===== src/rtl/packet_pkg.sv =====
// Shared packet layout, default sizing and shaper FSM encoding for the switch ingress path.
// Also provides the header sanity check used when SHAPER_HDR_CHECK_EN is defined.
package packet_pkg;

    localparam int PACKET_WIDTH = 16;
    localparam int DEPTH        = 8;
    localparam int SRC_LSB      = 0;
    localparam int TGT_LSB      = 4;
    localparam int TYPE_LSB     = 8;

    typedef enum logic [1:0] {
        ST_IDLE = 2'd0,
        ST_SEND = 2'd1,
        ST_GAP  = 2'd2
    } shaper_state_e;

    // A packet is unroutable from this port if it has no target, targets its own
    // ingress port, or claims a source other than this port.
    function automatic logic hdr_bad(input logic [7:0] hdr, input logic [1:0] port_id);
        logic [3:0] src;
        logic [3:0] tgt;
        src = hdr[SRC_LSB +: 4];
        tgt = hdr[TGT_LSB +: 4];
        return (tgt == 4'b0000) || tgt[port_id] || (src != (4'b0001 << port_id));
    endfunction

endpackage


===== src/rtl/shaper_buf.sv =====
// Small circular FIFO with extra-MSB pointers; the head entry is visible combinationally
// so the shaper can inspect it before popping.
module shaper_buf #(
    parameter int  WIDTH = 16,
    parameter int  DEPTH = 4,
    localparam int AW    = $clog2(DEPTH)
) (
    input  logic             clk,
    input  logic             rst,
    input  logic             push,
    input  logic             pop,
    input  logic [WIDTH-1:0] wdata,
    output logic [WIDTH-1:0] rdata,
    output logic             full,
    output logic             empty,
    output logic [AW:0]      count
);

    logic [WIDTH-1:0] mem [DEPTH];
    logic [AW:0]      wr_ptr_q, wr_ptr_d;
    logic [AW:0]      rd_ptr_q, rd_ptr_d;
    logic             do_push;
    logic             do_pop;

    assign empty   = (wr_ptr_q == rd_ptr_q);
    assign full    = (wr_ptr_q[AW] != rd_ptr_q[AW]) && (wr_ptr_q[AW-1:0] == rd_ptr_q[AW-1:0]);
    assign count   = wr_ptr_q - rd_ptr_q;
    assign do_push = push && !full;
    assign do_pop  = pop && !empty;
    assign rdata   = mem[rd_ptr_q[AW-1:0]];

    always_comb begin
        wr_ptr_d = wr_ptr_q;
        rd_ptr_d = rd_ptr_q;
        if (do_push) wr_ptr_d = wr_ptr_q + 1'b1;
        if (do_pop)  rd_ptr_d = rd_ptr_q + 1'b1;
    end

    always_ff @(posedge clk or posedge rst) begin
        if (rst) begin
            wr_ptr_q <= '0;
            rd_ptr_q <= '0;
        end else begin
            wr_ptr_q <= wr_ptr_d;
            rd_ptr_q <= rd_ptr_d;
        end
    end

    // Storage needs no reset: resetting the pointers discards the contents.
    always_ff @(posedge clk) begin
        if (do_push) mem[wr_ptr_q[AW-1:0]] <= wdata;
    end

endmodule


===== src/rtl/port_credit_shaper.sv =====
// Credit-based ingress shaper in front of one switch_4port input FIFO, with optional pacing.
// Define SHAPER_HDR_CHECK_EN to drop packets whose header cannot be routed from PORT_ID.
module port_credit_shaper #(
    parameter int  PACKET_WIDTH = packet_pkg::PACKET_WIDTH,
    parameter int  DEPTH        = packet_pkg::DEPTH,
    parameter int  BUF_DEPTH    = 4,
    parameter int  PORT_ID      = 0,
    parameter int  MIN_GAP      = 0,
    localparam int CW           = $clog2(DEPTH + 1)
) (
    input  logic                    clk,
    input  logic                    rst,
    input  logic                    up_valid,
    output logic                    up_ready,
    input  logic [PACKET_WIDTH-1:0] up_data,
    output logic                    sw_valid_in,
    output logic [PACKET_WIDTH-1:0] sw_data_in,
    output logic [3:0]              sw_source_in,
    output logic [3:0]              sw_target_in,
    input  logic                    credit_return,
    output logic [CW-1:0]           credits,
    output logic [15:0]             tx_count,
    output logic [15:0]             bad_count,
    output logic                    cred_err
);
    import packet_pkg::*;

    localparam int AW = $clog2(BUF_DEPTH);
    localparam int GW = (MIN_GAP > 1) ? $clog2(MIN_GAP) : 1;
    localparam logic [GW-1:0] GAP_LAST = GW'((MIN_GAP > 0) ? MIN_GAP - 1 : 0);
    localparam logic [CW-1:0] CRED_MAX = CW'(DEPTH);
`ifdef SHAPER_HDR_CHECK_EN
    localparam bit HDR_CHECK = 1'b1;
`else
    localparam bit HDR_CHECK = 1'b0;
`endif

    shaper_state_e             state_q, state_d;
    logic [PACKET_WIDTH-1:0]   data_q, data_d;
    logic [CW-1:0]             credits_q, credits_d;
    logic [15:0]               tx_q, tx_d;
    logic [15:0]               bad_q, bad_d;
    logic                      err_q, err_d;
    logic [GW-1:0]             gap_q, gap_d;

    logic                      buf_push, buf_pop, buf_full, buf_empty;
    logic [PACKET_WIDTH-1:0]   head;
    logic [AW:0]               buf_count_unused;
    logic                      head_bad, launch, discard, sending;

    assign buf_push = up_valid && !buf_full;
    assign head_bad = HDR_CHECK && hdr_bad(head[7:0], 2'(PORT_ID));
    assign sending  = (state_q == ST_SEND);

    shaper_buf #(
        .WIDTH (PACKET_WIDTH),
        .DEPTH (BUF_DEPTH)
    ) u_buf (
        .clk   (clk),
        .rst   (rst),
        .push  (buf_push),
        .pop   (buf_pop),
        .wdata (up_data),
        .rdata (head),
        .full  (buf_full),
        .empty (buf_empty),
        .count (buf_count_unused)
    );

    // A simultaneous send and return cancel; a return at full credit is a protocol error.
    always_comb begin
        credits_d = credits_q;
        err_d     = err_q;
        if (credit_return && credits_q == CRED_MAX) err_d = 1'b1;
        if (sending && !credit_return)
            credits_d = credits_q - 1'b1;
        else if (credit_return && !sending && credits_q != CRED_MAX)
            credits_d = credits_q + 1'b1;
        tx_d   = sending ? tx_q + 16'd1 : tx_q;
        bad_d  = (discard && bad_q != 16'hFFFF) ? bad_q + 16'd1 : bad_q;
        data_d = launch ? head : data_q;
    end

    always_comb begin
        state_d = state_q;
        gap_d   = gap_q;
        buf_pop = 1'b0;
        launch  = 1'b0;
        discard = 1'b0;
        case (state_q)
            ST_IDLE: begin
                if (!buf_empty && head_bad) begin
                    buf_pop = 1'b1;
                    discard = 1'b1;
                end else if (!buf_empty && credits_q != '0) begin
                    buf_pop = 1'b1;
                    launch  = 1'b1;
                    state_d = ST_SEND;
                end
            end
            ST_SEND: begin
                if (MIN_GAP > 0) begin
                    gap_d   = '0;
                    state_d = ST_GAP;
                end else if (!buf_empty && !head_bad && credits_d != '0) begin
                    buf_pop = 1'b1;
                    launch  = 1'b1;
                end else begin
                    state_d = ST_IDLE;
                end
            end
            ST_GAP: begin
                // The final gap cycle doubles as the launch decision so the period is MIN_GAP+1.
                if (gap_q != GAP_LAST) begin
                    gap_d = gap_q + 1'b1;
                end else if (!buf_empty && !head_bad && credits_q != '0) begin
                    buf_pop = 1'b1;
                    launch  = 1'b1;
                    state_d = ST_SEND;
                end else begin
                    state_d = ST_IDLE;
                end
            end
            default: state_d = ST_IDLE;
        endcase
    end

    always_ff @(posedge clk or posedge rst) begin
        if (rst) begin
            state_q   <= ST_IDLE;
            data_q    <= '0;
            credits_q <= CRED_MAX;
            tx_q      <= '0;
            bad_q     <= '0;
            err_q     <= 1'b0;
            gap_q     <= '0;
        end else begin
            state_q   <= state_d;
            data_q    <= data_d;
            credits_q <= credits_d;
            tx_q      <= tx_d;
            bad_q     <= bad_d;
            err_q     <= err_d;
            gap_q     <= gap_d;
        end
    end

    always_comb begin
        up_ready     = !buf_full;
        sw_valid_in  = sending;
        sw_data_in   = data_q;
        sw_source_in = data_q[SRC_LSB +: 4];
        sw_target_in = data_q[TGT_LSB +: 4];
        credits      = credits_q;
        tx_count     = tx_q;
        bad_count    = bad_q;
        cred_err     = err_q;
    end

endmodule

===== config.mk =====
export PLATFORM = sky130hd
export DESIGN_NAME = port_credit_shaper
export DESIGN_NICKNAME = d
export VERILOG_FILES = /design/src/rtl/packet_pkg.sv /design/src/rtl/shaper_buf.sv /design/src/rtl/port_credit_shaper.sv
export SDC_FILE = /design/constraint.sdc
export NUM_CORES = 1
export LEC_CHECK = 0
export ABC_AREA = 0
export CAP_MARGIN = 5
export CORE_MARGIN = 1
export CORE_UTILIZATION = 55
export CTS_CLUSTER_SIZE = 16
export DETAILED_ROUTE_END_ITERATION = 8
export DONT_BUFFER_PORTS = 1
export PLACE_DENSITY = 0.73
export RECOVER_POWER = 25
export SETUP_SLACK_MARGIN = 0.15
export SKIP_LAST_GASP = 1
export SYNTH_ARGS = -nofsm -noshare
export SYNTH_HDL_FRONTEND = slang
export SYNTH_SLANG_ARGS = --single-unit
export TNS_END_PERCENT = 30

===== constraint.sdc =====
create_clock -name clk -period 2.36 [get_ports clk]
set_clock_uncertainty 0.1 [all_clocks]
set_input_delay 0.236 -clock clk [delete_from_list [all_inputs] [get_ports clk]]
set_output_delay 0.236 -clock clk [all_outputs]
set_load 0.005 [all_outputs]

* Word level (Yosys, flattened, before mapping)
Memories as Yosys holds them, arrays and structs flattened. A register that Yosys moved wholly into a read port is not among the register bits.
Cells that the tools add are included.
** Cells by class
- Add/sub/neg operators :: 6
- Bitwise operators :: 0
- Reductions and logical operators :: 18
- Shift-type cells :: 0
- Equal/unequal tests :: 10
- $mul :: 0
- Div/mod/pow operators :: 0
- Muxes and demuxes :: 14
- Order comparisons :: 0
** Operator list (number)
- 16-bit by 1-bit adder with 16-bit output (second input constant) :: 1
- 1-bit logical AND :: 10
- 4-bit two-way mux :: 2
- 4-bit nonzero test :: 2
- 1-bit two-way mux :: 7
- 3-bit by 1-bit adder with 3-bit output (second input constant) :: 2
- 2-bit two-way mux :: 3
- 2-bit != test (second input constant) :: 3
- 2-bit case mux with 3 select lines :: 1
- 4-bit by 1-bit adder with 4-bit output (second input constant) :: 1
- 4-bit == test (second input constant) :: 1
- 1-bit logical NOT :: 4
- 4-bit != test (second input constant) :: 1
- 4-bit by 1-bit subtractor with 4-bit output (second input constant) :: 1
- 3-bit == test :: 1
- 1-bit case mux with 3 select lines :: 1
- 3-bit AND reduction :: 1
- 2-bit by 1-bit == test with 1-bit output (second input constant) :: 1
- 2-bit == test :: 1
- 2-bit == test (second input constant) :: 1
- 2-bit logical NOT :: 1
- 1-bit adder (second input constant) :: 1
- 1-bit != test :: 1
** Word-level totals
- Bits in writable memories :: 64
- Output and inout port bits :: 63
- Memories kept :: 1
- Word-level logic and storage cells :: 56
- Bits in latches :: 0
- Bits in read-only memories :: 0
- Bits in registers :: 30
** Memories
- u_buf.mem :: depth 4, bits a word 16, read ports 1, clocked after Yosys merged registers in 1, write ports 1, RTL line shaper_buf.sv:19 : logic [WIDTH-1:0] mem [DEPTH];

* Logic depth before layout (Yosys ltp)
- Word-level depth :: 11
- Gate-level depth with buffers :: 8
- Depth with buffers taken out :: 7

* Modules after synthesis
A second synthesis with hierarchy kept.
** Unflattened totals
- Cell total of the unflattened synthesis :: 294
- Area, all modules :: 4763.3 um^2
** By module, submodules not included
- shaper_buf :: times used 1, sequential area each 2072.0 um^2, cells each 130, area an instance 2776.4 um^2
- port_credit_shaper :: times used 1, sequential area each 952.2 um^2, cells each 164, area an instance 1986.9 um^2

* Least setup slack after synthesis
No wires, ideal clock.
- Path kind :: reg2reg
- From :: register credits_q[0] (netlist: credits[0])
- To :: register data_q[0] (netlist: sw_data_in[0]), read port of u_buf.mem
- Slack :: 0.046 ns
- Cell stages (with the launch flop) :: 9
- Buffers on the path :: 1
- Library setup time :: 0.125 ns
- Arrival time :: 2.089 ns
- Clock period less this slack :: 2.314 ns
- Cells stage by stage :: dfrtp_1 > inv_1 > ha_1 > nand2_2 > o31ai_2 > mux2i_1 > a21oi_4 > buf_12 > mux2_4
** On the way
- Word-level cells in the longest chain between the ends :: 8
- Elaborated cells on any way between the ends :: 14
- Classes of those cells :: add/sub (2); eq/ne (1); mux (6); reduce/logical (5)
** RTL lines
- start, declared :: RTL line port_credit_shaper.sv:40 : logic [CW-1:0] credits_q, credits_d;
- start signal, assigned :: RTL line port_credit_shaper.sv:140 : credits_q <= credits_d;
- parallel branches: the longest is 7 deep, another holds 4-bit by 1-bit adder with 4-bit output
- 1-bit case mux with 3 select lines (*) :: RTL line port_credit_shaper.sv:90 : case (state_q)
- end, declared :: RTL line port_credit_shaper.sv:39 : logic [PACKET_WIDTH-1:0] data_q, data_d;
Mark *: on every way between the ends.
A chain may end at the register's enable or synchronous reset.

* Worst setup path after layout
- From :: register credits_q[0] (netlist: credits[0])
- To :: register data_q[11] (netlist: sw_data_in[11]), read port of u_buf.mem
Same word-level chain as after synthesis.

==> reports/metrics.yaml <==
outcome:
  status: "finished clean"
sta:
  hold_violations: 0
  worst_pin_slew_ns: 0.6060
  slew_violations: 0
  finalSetupViolations: 0
  tns_ns: 0
  rsz0062_at_grt: "yes"
  finalCritPeriodShare_pct: 91.94
  max_slew_margin_pct: 59.56
  timing.fmax_ghz: 0.4609
  post-route-min-period_ns: 2.170
place:
  numPortBuffers: 0
  place.gp.congestion: 0.7868
  placed_cells: 379
  hpwl_um: 4976
finish:
  multi_input_area_um2: 1381
  num-fill-cells: 562
  final_cells: 415
  diodes: 0
  finalNetCount: 336
  layout_common_cells: "64 x edfxtp_1, 40 x dfrtp_1, 18 x dlygate4sd3_1, 17 x xnor2_1"
  layout_commonest_cell: "edfxtp_1"
  area_growth_pct: 11.04
  drive_gt1_share_pct: 25.56
  seq_area_um2: 3028
worst_setup_path:
  cp-start-kind: "flop"
  rr_startpoint: "credits[0]$_DFF_PP0_"
  endpoint: "sw_data_in[11]$_DFFE_PP0P_"
  crit_required_ns: 2.51
  r2r_end: "sw_data_in[11]$_DFFE_PP0P_"
  worstPathMaxFanout: 19
  path_class: "reg2reg"
  critPathLaunch: "credits[0]$_DFF_PP0_"
  endpoint_kind: "flop"
  ff2ff_path_depth: 8
  reg2reg_slack_ns: 0.19
  crit_arrival_ns: 2.32
global_routing:
  grt_pass1_vias: 2397
  grt_pass1_wl_um: 12050
  grt_start_max_net_pins: 31
  antenna_found_initial: 0
  grt-ovfl-total: 0
  track_usage_pct: 19.08
floorplan:
  die_w_um: 93.45
  dieArea_um2: 8732
  dieHeight_um: 93.45
  boundaryPins: 83
  floorplan.initialDensity_pct: 58.31
  placementRows: 32
  core_area_um2: 7888
clock_network:
  htree_levels: 3
  clkSinkCount: 108
  cts_tree: "built"
  clock_latency_ns: 0.36
  root_buffer: "clkbuf_8"
  clk_pin_slew_ns: 0.10
  cts_buffers: 9
  clk_path_buf_depth: 2
routing:
  drt-pass1-iter-count: 4
  routed_wl_um: 7673
  drt_iter0_drc: 69
  num_vias: 2267
  viasPerCell: 5.463
  drc: 0
  wire_per_inst_um: 18.49
  final_antenna_net_count: 0
yosys:
  syn_area_um2: 4599
  synth_top_area_share_pct: 41.78
  netlist_top_cells_area: "edfxtp_1 42%, dfrtp_1 23%, mux4_2 7.8%"
  ys_ff_latch: 108
  seq_area_frac_synth_pct: 65.75
  postSynthCellCount: 280
  ys_types: 42
  yosys.area.top_type: "edfxtp_1"
  synth.avg_cell_area_um2: 16.43
  synth_warnings: 0
power:
  vdd_drop_max_v: 0.0006245
  leakage_uw: 0.001970
  power_density_nw_per_um2: 1315
hold_path:
  hold_class: "in2reg"
run:
  maxCapViolCount: 0
==> worst max-delay path: stages, from the launching register on <==
cell and delay [ns]:
dfrtp_2 0.42, inv_2 0.08, ha_4 0.17, nand2_2 0.10, o31ai_4 0.30, mux2i_2 0.32, a21oi_4 0.10, buf_12 0.17
mux2_4 0.30
==> cell families after synthesis <==
family / count (synthesis) / share of synthesized area, %
other: 1 / 0.08153
buffers and inverters: 41 / 5.985
AND/OR/NAND/NOR: 43 / 4.788
multiplexers: 37 / 13.55
flip-flops: 108 / 65.75
XOR/XNOR: 26 / 4.951
adder cells (fa/ha/maj): 8 / 2.176
AO/OA/AOI/OAI: 16 / 2.721
==> flip-flops by register name (all words and copies together) (netlist names) <==
signal	count
u_buf.mem	64
sw_data_in	16
tx_count	16
credits	4
u_buf.rd_ptr_q	3
u_buf.wr_ptr_q	3
cred_err	1
state_q	1
==> worst min-delay path by stage <==
stage / slack, ns / depth (start not counted) / to / from
2_1_floorplan: 0.23 / 0 / u_buf.mem[0][0]$_DFFE_PP_ / up_data[0]
3_3_place_gp: 0.006 / 1 / sw_data_in[10]$_DFFE_PP0P_ / rst
3_5_place_dp: 0.009 / 1 / sw_data_in[10]$_DFFE_PP0P_ / rst
4_1_cts: 0.01 / 3 / credits[0]$_DFF_PP0_ / credit_return
5_1_grt: 0.04 / 2 / u_buf.wr_ptr_q[0]$_DFFE_PP0P_ / up_valid
6_report: 0.05 / 2 / u_buf.wr_ptr_q[0]$_DFFE_PP0P_ / up_valid
==> where the power goes <==
group | switching, µW | internal, µW
registers | 454 | 2630
clock network | 631 | 541
logic | 1110 | 1350
==> metrics by stage <==
| stage | instance area (µm²) | hold WS [ns] | utilization [%] | power [µW] | setup WS (ns) |
|---|---|---|---|---|---|
| floorplan | 4672 | 0.2349 | - | 5029 | 0.1503 |
| global placement | 4679 | 0.005520 | 59.33 | 5442 | 0.2398 |
| detailed placement | 4679 | 0.008897 | 59.33 | 5541 | 0.1964 |
| CTS | 5080 | 0.01189 | 64.40 | 6762 | 0.1708 |
| global route | 5107 | 0.04080 | 64.75 | 7113 | 0.1448 |
| finish | 5107 | 0.04682 | 64.75 | 6718 | 0.1901 |
==> layout make-up <==
type | instances | area share [%]
clock inverters | 6 | 1.617
multi-input cells | 146 | 27.05
well taps | 102 | 2.499
clock buffers | 10 | 2.695
repair buffers | 35 | 6.271
flip-flops and latches | 108 | 59.28
inverters | 8 | 0.5879
==> cells in the mapped netlist, drive strengths merged <==
master / instances
xor2: 9
conb: 1
nand4: 4
a31oi: 1
a21oi: 2
nand3b: 2
ha: 8
mux2i: 3
a22oi: 1
clkbuf: 1
mux4: 16
a21o: 1
a311oi: 1
a211oi: 1
inv: 8
and2b: 1
nand2b: 1
mux2: 18
xnor2: 17
edfxtp: 64
and2: 1
a221oi: 1
nor2: 8
o21ai: 4
dfrtp: 43
nand2: 12
and3: 6
dfstp: 1
buf: 32
nor2b: 1
nor3: 2
o41ai: 2
o31ai: 2
nand3: 5
==> per-layer routing <==
layer / track usage [%] / wire, µm
met2: 33.64 / 3981
met1: 21.30 / 3081
met3: 7.236 / 500
met5: 0 / 0
met4: 6.026 / 111
==> what timing repair did <==
action | 4_1_cts | 5_1_grt
hold buffers | 18 | 0
buffers inserted | 0 | 2
endpoints found under the setup margin | 0 | 17
resized for setup | 0 | 5
endpoints found under the hold margin | 81 | 0
No activity file was read; power rests on OpenSTA's default activity.
